<file path="src/rtl/palram_arbiter_if.sv">
// palram_arbiter_if: pixel, CPU and palette RAM signals shared by the arbiter and its neighbours
interface palram_arbiter_if #(
  parameter int AW = 13,
  parameter int DW = 8
);
  logic          PIX_SLOT;
  logic [AW-1:0] PIX_ADDR;
  logic [DW-1:0] PIX_DATA;
  logic          CPU_REQ;
  logic          CPU_WE;
  logic [AW-1:0] CPU_ADDR;
  logic [DW-1:0] CPU_DIN;
  logic [DW-1:0] CPU_DOUT;
  logic          CPU_ACK;
  logic          FIFO_FULL;
  logic [AW-1:0] RAM_ADDR;
  logic          RAM_WE;
  logic [DW-1:0] RAM_DIN;
  logic [DW-1:0] RAM_DOUT;
  modport slave (
    input  PIX_SLOT, PIX_ADDR, CPU_REQ, CPU_WE, CPU_ADDR, CPU_DIN, RAM_DOUT,
    output PIX_DATA, CPU_DOUT, CPU_ACK, FIFO_FULL, RAM_ADDR, RAM_WE, RAM_DIN
  );
  modport master (
    output PIX_SLOT, PIX_ADDR, CPU_REQ, CPU_WE, CPU_ADDR, CPU_DIN, RAM_DOUT,
    input  PIX_DATA, CPU_DOUT, CPU_ACK, FIFO_FULL, RAM_ADDR, RAM_WE, RAM_DIN
  );
endinterface

</file>
<file path="src/rtl/palram_arbiter.sv">
// palram_arbiter: shares the palette RAM between pixel slots, posted CPU writes and CPU reads
module palram_arbiter #(
  parameter int AW         = 13,
  parameter int DW         = 8,
  parameter int FIFO_DEPTH = 4
) (
  input  logic           CLK,
  input  logic           nRESET,
  palram_arbiter_if.slave bus
);
  localparam int PW = $clog2(FIFO_DEPTH);
  typedef enum logic [2:0] {IDLE, RD_WAIT, RD_ISSUE, RD_DATA, ACK, GAP} state_t;
  state_t        r_state, w_next;
  logic [AW-1:0] r_fa [FIFO_DEPTH];
  logic [DW-1:0] r_fd [FIFO_DEPTH];
  logic [PW-1:0] r_rp, r_wp;
  logic [PW:0]   r_cnt;
  logic          r_pix_pend;
  logic [DW-1:0] r_pix, r_dout;
  logic          w_full, w_empty, w_pop, w_push;
  assign w_full  = r_cnt == (PW+1)'(FIFO_DEPTH);
  assign w_empty = r_cnt == '0;
  assign w_pop   = !bus.PIX_SLOT && !w_empty;
  assign w_push  = r_state == IDLE && bus.CPU_REQ && bus.CPU_WE && !w_full;
  assign bus.RAM_WE    = nRESET && w_pop;
  assign bus.RAM_ADDR  = bus.PIX_SLOT ? bus.PIX_ADDR :
                         w_pop ? r_fa[r_rp] :
                         r_state == RD_ISSUE ? bus.CPU_ADDR : bus.PIX_ADDR;
  assign bus.RAM_DIN   = r_fd[r_rp];
  assign bus.PIX_DATA  = r_pix;
  assign bus.CPU_DOUT  = r_dout;
  assign bus.CPU_ACK   = r_state == ACK;
  assign bus.FIFO_FULL = w_full;
  // a read waits until every earlier posted write has drained
  always_comb begin
    w_next = r_state;
    case (r_state)
      IDLE:     w_next = !bus.CPU_REQ ? IDLE : !bus.CPU_WE ? RD_WAIT : w_full ? IDLE : ACK;
      RD_WAIT:  w_next = w_empty && !bus.PIX_SLOT ? RD_ISSUE : RD_WAIT;
      RD_ISSUE: w_next = bus.PIX_SLOT ? RD_ISSUE : RD_DATA;
      RD_DATA:  w_next = ACK;
      ACK:      w_next = GAP;
      default:  w_next = IDLE;
    endcase
  end
  always_ff @(posedge CLK) begin
    if (!nRESET) begin
      r_state    <= IDLE;
      r_rp       <= '0;
      r_wp       <= '0;
      r_cnt      <= '0;
      r_pix_pend <= 1'b0;
      r_pix      <= '0;
      r_dout     <= '0;
    end else begin
      r_state    <= w_next;
      r_pix_pend <= bus.PIX_SLOT;
      if (r_pix_pend) r_pix <= bus.RAM_DOUT;
      if (r_state == RD_DATA) r_dout <= bus.RAM_DOUT;
      if (w_pop) r_rp <= r_rp + PW'(1);
      if (w_push) r_wp <= r_wp + PW'(1);
      r_cnt <= r_cnt + (PW+1)'(w_push) - (PW+1)'(w_pop);
    end
  end
  always_ff @(posedge CLK) begin
    if (nRESET && w_push) begin
      r_fa[r_wp] <= bus.CPU_ADDR;
      r_fd[r_wp] <= bus.CPU_DIN;
    end
  end
endmodule

</file>
<file path="src/flat_wrapper.sv">
// flat-port wrapper written by rule: the top's interface ports become plain ports
module palram_arbiter_flat 
#(
  parameter int AW         = 13,
  parameter int DW         = 8,
  parameter int FIFO_DEPTH = 4
)
  (CLK, nRESET, bus_PIX_SLOT, bus_PIX_ADDR, bus_CPU_REQ, bus_CPU_WE, bus_CPU_ADDR, bus_CPU_DIN, bus_RAM_DOUT, bus_PIX_DATA, bus_CPU_DOUT, bus_CPU_ACK, bus_FIFO_FULL, bus_RAM_ADDR, bus_RAM_WE, bus_RAM_DIN);
  palram_arbiter_if #(.AW(AW), .DW(DW)) bus_i ();
  input  logic CLK;
  input  logic nRESET;
  input wire logic [$bits(bus_i.PIX_SLOT)-1:0] bus_PIX_SLOT;
  input wire logic [$bits(bus_i.PIX_ADDR)-1:0] bus_PIX_ADDR;
  input wire logic [$bits(bus_i.CPU_REQ)-1:0] bus_CPU_REQ;
  input wire logic [$bits(bus_i.CPU_WE)-1:0] bus_CPU_WE;
  input wire logic [$bits(bus_i.CPU_ADDR)-1:0] bus_CPU_ADDR;
  input wire logic [$bits(bus_i.CPU_DIN)-1:0] bus_CPU_DIN;
  input wire logic [$bits(bus_i.RAM_DOUT)-1:0] bus_RAM_DOUT;
  output wire logic [$bits(bus_i.PIX_DATA)-1:0] bus_PIX_DATA;
  output wire logic [$bits(bus_i.CPU_DOUT)-1:0] bus_CPU_DOUT;
  output wire logic [$bits(bus_i.CPU_ACK)-1:0] bus_CPU_ACK;
  output wire logic [$bits(bus_i.FIFO_FULL)-1:0] bus_FIFO_FULL;
  output wire logic [$bits(bus_i.RAM_ADDR)-1:0] bus_RAM_ADDR;
  output wire logic [$bits(bus_i.RAM_WE)-1:0] bus_RAM_WE;
  output wire logic [$bits(bus_i.RAM_DIN)-1:0] bus_RAM_DIN;
  assign bus_i.PIX_SLOT = bus_PIX_SLOT;
  assign bus_i.PIX_ADDR = bus_PIX_ADDR;
  assign bus_i.CPU_REQ = bus_CPU_REQ;
  assign bus_i.CPU_WE = bus_CPU_WE;
  assign bus_i.CPU_ADDR = bus_CPU_ADDR;
  assign bus_i.CPU_DIN = bus_CPU_DIN;
  assign bus_i.RAM_DOUT = bus_RAM_DOUT;
  assign bus_PIX_DATA = bus_i.PIX_DATA;
  assign bus_CPU_DOUT = bus_i.CPU_DOUT;
  assign bus_CPU_ACK = bus_i.CPU_ACK;
  assign bus_FIFO_FULL = bus_i.FIFO_FULL;
  assign bus_RAM_ADDR = bus_i.RAM_ADDR;
  assign bus_RAM_WE = bus_i.RAM_WE;
  assign bus_RAM_DIN = bus_i.RAM_DIN;
  palram_arbiter #(.AW(AW), .DW(DW), .FIFO_DEPTH(FIFO_DEPTH)) u_core (.CLK(CLK), .nRESET(nRESET), .bus(bus_i));
endmodule
</file>
<file path="config.mk">
export PLATFORM = sky130hd
export DESIGN_NAME = palram_arbiter_flat
export DESIGN_NICKNAME = d
export VERILOG_FILES = /design/src/rtl/palram_arbiter_if.sv /design/src/rtl/palram_arbiter.sv /design/src/flat_wrapper.sv
export SDC_FILE = /design/constraint.sdc
export NUM_CORES = 1
export LEC_CHECK = 0
export CORE_AREA = 2 2 127 129
export DETAILED_ROUTE_END_ITERATION = 6
export DIE_AREA = 0 0 129 131
export SYNTH_ARGS = -nofsm -noshare
export SYNTH_HDL_FRONTEND = slang
export SYNTH_SLANG_ARGS = --single-unit
</file>
<file path="constraint.sdc">
create_clock -name CLK -period 2.7 [get_ports CLK]
set_input_delay 0.81 -clock CLK [delete_from_list [all_inputs] [get_ports CLK]]
set_output_delay 0.81 -clock CLK [all_outputs]
set_load 0.01 [all_outputs]
</file>
==> results of run 1 <==
==> flip-flops by register name, summed over array words and instances, names as in the netlist, named ones only <==
name and cells:
u_core.r_fa 52, u_core.r_state 3, u_core.r_pix_pend 1, u_core.bus.PIX_DATA 8, u_core.r_cnt 3, u_core.r_fd 32, u_core.r_wp 2, u_core.r_rp 2
u_core.bus.CPU_DOUT 8
==> through the flow <==
stage	power, mW	util (%)	setup WS [ns]	std cells	instance area [µm²]
final	5.61	42.2	-0.224	635	6580
after global routing	5.90	42.2	-0.304	635	6580
after CTS	5.63	42.0	-0.257	629	6550
after detailed placement	3.54	38.3	-0.820	596	5970
after global placement	3.52	38.3	-0.776	596	5970
after floorplan	2.82	-	0.135	272	4560
==> per-layer routing <==
layer / vias to the layer above / GRT usage (%) / wire [µm]
li1: 1339 / - / -
met1: 1405 / 14.1 / 4210
met5: - / 0 / 0
met2: 74 / 21.2 / 4800
met4: 0 / 5.75 / 122
met3: 9 / 5.33 / 602
==> critical path, cell delays in order, from the launching register on <==
cell and delay [ns]:
dfxtp_4 0.39, buf_12 0.13, buf_4 0.11, mux4_2 0.49
or3_1 0.32, o221a_1 0.12, buf_2 0.14
==> placed cells by master (no fill, tap or decap), types with 6 or more instances in the layout <==
master / count
edfxtp_1: 84
clkdlybuf4s50_1: 63
buf_4: 33
dfxtp_1: 26
mux4_2: 21
nor2_1: 19
mux2i_1: 18
clkbuf_16: 17
or3_1: 13
o221a_1: 10
buf_2: 9
buf_6: 8
clkbuf_2: 8
and2_1: 7
buf_12: 7
a21oi_1: 6
==> cell families after synthesis <==
group,after synthesis
flops,113
simple gates,63
mux,39
compound gates,27
buf+inv,23
fa+ha+maj,6
xor+xnor,1
==> what timing repair did <==
action | in CTS | in global routing
pin swaps | 4 | 5
gates resized for setup | 79 | 23
endpoints found under the setup margin | 22 | 22
setup buffers | 1 | 7
==> power breakdown <==
part           internal (mW)  switching (mW)
registers               1.97          0.0931
clock network           1.27           0.803
logic                  0.854           0.629
total                   4.09            1.53
==> layout make-up <==
| class | count | area, µm² |
|---|---|---|
| repair buffers | 132 | 1240 |
| clock inverters | 15 | 135 |
| fillers | 1432 | 9010 |
| flip-flops and latches | 113 | 3110 |
| inverters | 6 | 22.5 |
| clock buffers | 17 | 425 |
| multi-input cells | 136 | 1380 |
| well taps | 216 | 270 |
==> path summary, 6_finish.rpt <==
check	to	start	depth (start not counted)
hold / removal	flop	u_core.r_rp[1]	2
hold reg to reg	flop	u_core.r_rp[1]	2
setup reg to reg	u_core.r_cnt[2]	u_core.r_cnt[0]	10
setup / recovery	bus_RAM_ADDR[7]	flop	6
==> impl_metrics.tcl, run 1 <==
set metrics [dict create \
    status "finished with violations" \
    violations "negative setup slack" \
    async_flop_share_pct 0 \
    yosys.area_share.adder_pct 1.81 \
    yosysTopAreaCell "edfxtp_1" \
    dieArea_mm2 0.0169 \
    seq_area_frac_synth_pct 68.0 \
    synth_compound_area_share_pct 5.16 \
    post-dp-hpwl_um 6500 \
    synth_xor_area_share_pct 0.192 \
    crit_path_start_kind "flop" \
    grt_max_degree 24 \
    final_nets 459 \
    yosys.cell_types.count 40 \
    synth-simple-area-share_pct 7.85 \
    dr.pass1.iters 4 \
    core-area_mm2 0.0156 \
    port_buffers 86 \
    power_density_mw_per_mm2 853 \
    cellLeakagePower_nw 2.35 \
    gr-usage-all-layers_pct 12.7 \
    max_freq_ghz 0.342 \
    start_util_pct 29.2 \
    finalSetupViolCount 13 \
    routed-via-count 2827 \
    final_hold_viol_count 0 \
    synth_area_leaders "edfxtp_1 55%, dfxtp_1 13%, mux4_2 9.9%, mux2i_1 4.0%, o221a_1 2.5%" \
    worst_slew_pin_slew_ns 0.595 \
    synth-edff-count 84 \
    cts_buffers 17 \
    cts.sinks 113 \
    wire_per_inst_um 15.3 \
    dominantRegCellSynth "edfxtp_1" \
    synth.top_cell.area_share_pct 55.3 \
    setup_ws_ns -0.224 \
    yosysWarnings 0 \
    synth_top_family_by_area "multiplexers" \
    critPathArrivalTime_ns 2.11 \
    drive_above_1_share_pct 32.0 \
    period_needed_ns 2.92 \
    viasPerCell 4.45 \
    antenna_found_initial 0 \
    maxCapViolCount 0 \
    rows 46 \
    clkTransAtPathRegs_ns 0.05 \
    synth_most_common_cell "edfxtp_1" \
    worstSkewPairLatency_ns 0.42 \
    area_delta_synth_final_pct 44.3 \
    htreeDepth 4 \
    grt_pass1_wl_um 15500 \
    irDropWorstVdd_mv 0.414 \
    slew_headroom_pct 60.2 \
    crit_path_end_kind "output pin" \
    fin_skew_ns 0.00572 \
    drc 0 \
    netlist_area_mm2 0.00456 \
    hold_ws_ns 0.492 \
    rsz0062_at_grt "yes" \
    syn_area_per_cell_um2 16.8 \
    diodes 0 \
    synth-seq-cells 113 \
    routed_wl_um 9730 \
    drt_iter0_markers 160 \
    fin_crit_sh_pct 108 \
    cts_buffer_depth 2 \
    hold_path.class "reg2reg" \
    ant_nets 0 \
    synth_common_cells "84 x edfxtp_1, 29 x dfxtp_1, 20 x mux4_2" \
    ios 87 \
    crit_path_max_fanout 6 \
    muxShareOfSynthArea_pct 14.4 \
    die_x_um 129 \
    die_h_um 131 \
    cts-root-buf "clkbuf_16" \
    grt-ovfl-total 0 \
    synth_fp_nets 325 \
    finalMaxSlewViolations 0 \
    rrSetupSlack_ns 0.55 \
    cts_tree "done" \
    finalSetupTns_ns -2.10 \
    grt_pass1_vias 3056 \
    synthCells 272 \
    globalplace.congestion 0.753 \
    cp.required_ns 1.89 \
    holdBufCountCts 0 \
    path_class "reg2out" \
]
No activity file was read; power rests on OpenSTA's default activity.
==> run 2: changes to the inputs <==
- ABC_AREA: unset -> 1
- CORE_AREA: 2 2 127 129 -> 2 2 129 131
- DIE_AREA: 0 0 129 131 -> 0 0 131 133
==> run 2 against run 1 <==
The flow now finishes without violations. Clock skew grew 0.0041 ns. Synthesized cell count grew 71%. Combinational power grew 14%. Final cell count grew 30%. Wire length grew 23%. Design area grew 2.8%. Hold slack lost 0.0027 ns. Area after synthesis grew 4.3%. Critical endpoint is now bus_RAM_ADDR[6]. Highest routed layer unchanged.
==> impl_metrics.tcl, run 2 <==
set metrics [dict create \
    yosys.cell_types.count 30 \
    worst_slew_pin_slew_ns 0.274 \
    cts.sinks 113 \
    die_h_um 133 \
    core-area_mm2 0.0162 \
    final_nets 644 \
    rsz0062_at_grt "yes" \
    crit_path_max_fanout 6 \
    hold_path.class "reg2reg" \
    synth_common_cells "93 x nor2_1, 84 x edfxtp_1, 62 x o21ai_0" \
    syn_area_per_cell_um2 10.3 \
    reg2reg_to "u_core.r_cnt[2]" \
    pre_cts_ws_ns -0.586 \
    max_flop_register "u_core.r_fa" \
    finalSetupViolCount 0 \
    synthCells 464 \
    multi_input_area_mm2 0.00140 \
    largest_reg_flops 52 \
    finalMaxSlewViolations 0 \
    r2r-start "u_core.r_cnt[1]" \
    setup_ws_ns 0.0268 \
    area_delta_synth_final_pct 42.3 \
    rows 47 \
    drt_iter0_markers 265 \
    final_cell_mix "88 x nor2_1, 84 x edfxtp_1, 62 x o21ai_0, 62 x clkdlybuf4s50_1, 57 x nand2_1" \
    synth_most_common_cell "nor2_1" \
    cp-endpoint "bus_RAM_ADDR[6]" \
    crit_path_start_kind "input port" \
    cts-root-buf "clkbuf_16" \
    final_hold_viol_count 0 \
    irDropWorstVdd_mv 0.496 \
    cellLeakagePower_nw 2.67 \
    critPathArrivalTime_ns 1.86 \
    antenna_found_initial 0 \
    clkTransAtPathRegs_ns 0.06 \
    post-dp-hpwl_um 8030 \
    synth_fp_nets 517 \
    holdBufCountCts 0 \
    reg.largest.list "u_core.r_fa: 52 flops, u_core.r_fd: 32 flops" \
    cts_buffers 17 \
    worstSkewPairLatency_ns 0.41 \
    synth.top_cell.area_share_pct 53.0 \
    viasPerCell 4.55 \
    grt_pass1_vias 3850 \
    yosysWarnings 0 \
    diodes 0 \
    grt-ovfl-total 0 \
    dominantRegCellSynth "edfxtp_1" \
    crit_start "bus_PIX_SLOT" \
    globalplace.congestion 0.780 \
    routed-via-count 3751 \
    fin_crit_sh_pct 99.0 \
    dr.pass1.iters 5 \
    regArea_mm2 0.00310 \
    power_mw 5.98 \
    async_flop_share_pct 0 \
    start_util_pct 29.4 \
    wire_per_inst_um 14.6 \
    seq_area_frac_synth_pct 65.2 \
    grt_max_degree 33 \
    placed_cell_area_mm2 0.00610 \
    dieArea_mm2 0.0174 \
    drive_above_1_share_pct 17.1 \
    ant_nets 0 \
    design_area_mm2 0.00677 \
    htreeDepth 4 \
    crit_path_end_kind "output pin" \
    yosysTopAreaCell "edfxtp_1" \
    gr-usage-all-layers_pct 14.2 \
    maxCapViolCount 0 \
    num-fill-cells 1535 \
    ios 87 \
    path_class "in2out" \
    synth-seq-cells 113 \
    synth_area_leaders "edfxtp_1 53%, dfxtp_1 12%, nor2_1 7.3%, o21ai_0 6.5%, nand2_1 4.5%" \
    die_x_um 131 \
    synth-edff-count 84 \
    slew_headroom_pct 81.7 \
    netlist_area_mm2 0.00476 \
    cp.required_ns 1.89 \
    drc 0 \
    cts_tree "done" \
    period_needed_ns 2.67 \
    power_density_mw_per_mm2 883 \
    port_buffers 86 \
    cts_buffer_depth 2 \
    routed_wl_um 12000 \
    grt_pass1_wl_um 18700 \
    hold_depth 2 \
    status "complete, no violations" \
    rrSetupSlack_ns 0.59 \
    fin_skew_ns 0.00985 \
    final_common_cell "nor2_1" \
    max_freq_ghz 0.374 \
    r2r_cells 13 \
]
[run 2: cell count changes after synthesis, sizes merged, moves of 8 or more]
cell and delta:
or3 -14, o21ai +65, nand3 +39, o221a -13, mux2i -18, o22ai +8, inv +36, nand2 +55
mux4 -21, nor2 +77
[run 2: worst min-delay path by stage]
stage | startpoint | end | slack (ns)
after global placement | u_core.bus.CPU_DOUT[4] | u_core.bus.CPU_DOUT[4] | 0.47
after global routing | u_core.bus.CPU_DOUT[4] | u_core.bus.CPU_DOUT[4] | 0.52
after detailed placement | u_core.bus.CPU_DOUT[2] | u_core.bus.CPU_DOUT[2] | 0.48
final | u_core.bus.CPU_DOUT[0] | u_core.bus.CPU_DOUT[0] | 0.49
after floorplan | u_core.r_rp[0] | flop | 0.47
after CTS | u_core.bus.CPU_DOUT[5] | u_core.bus.CPU_DOUT[5] | 0.49
[run 2: worst max-delay path, cell delays in order]
cell and delay [ns]:
dlygate4sd2_1 0.26, inv_2 0.11, nand2_4 0.09, bufbuf_16 0.28
nand3_1 0.08, nand3_1 0.08, buf_2 0.14
[run 2: per-layer routing]
| metal | global-route usage [%] | part of all wire [%] | vias up |
|---|---|---|---|
| met5 | 0 | 0 | - |
| met4 | 5.56 | 1.3 | 0 |
| met3 | 5.82 | 8.6 | 14 |
| met1 | 16.2 | 41 | 1785 |
| met2 | 23.6 | 49 | 124 |
| li1 | - | - | 1828 |
[run 2: final cells by class]
cell class,instances,area share [%]
flip-flops and latches,113,45.9
multi-input cells,288,20.7
repair buffers,128,17.9
clock buffers,17,6.28
well taps,220,4.07
clock inverters,15,2.72
inverters,43,2.46
[run 2: cells by family (layout without fill, tap and decap cells)]
| kind of cell | after synthesis | in the layout | synth area share [%] |
|---|---|---|---|
| simple gates | 197 | 197 | 17.7 |
| buf+inv | 63 | 203 | 5.94 |
| flops | 113 | 113 | 65.2 |
| compound gates | 83 | 83 | 8.99 |
| fa+ha+maj | 6 | 6 | 1.74 |
| xor+xnor | 2 | 2 | 0.368 |
[run 2: where the power goes]
| group | internal, mW | switching [mW] | leakage (nW) |
|---|---|---|---|
| Sequential | 1.97 | 0.0664 | 0.995 |
| Clock | 1.46 | 0.793 | 0.290 |
| Combinational | 0.748 | 0.939 | 1.38 |
| Total | 4.18 | 1.80 | 2.67 |
[run 2: repair_timing]
action	4_1_cts	5_1_grt
endpoints found under the setup margin	22	14
cloned	1	0
buffers inserted	0	2
gates resized for setup	50	11
pin swaps	0	2
[run 2: per-stage QoR]
| stage | instances | util [%] | hold WS, ns | TNS, ns |
|---|---|---|---|---|
| after CTS | 822 | 41.7 | 0.495 | 0 |
| after global placement | 789 | 37.7 | 0.470 | -7.02 |
| final | 824 | 41.9 | 0.490 | 0 |
| after detailed placement | 789 | 37.7 | 0.481 | -7.89 |
| after global routing | 824 | 41.9 | 0.519 | -0.0901 |
| after floorplan | 464 | - | 0.473 | 0 |
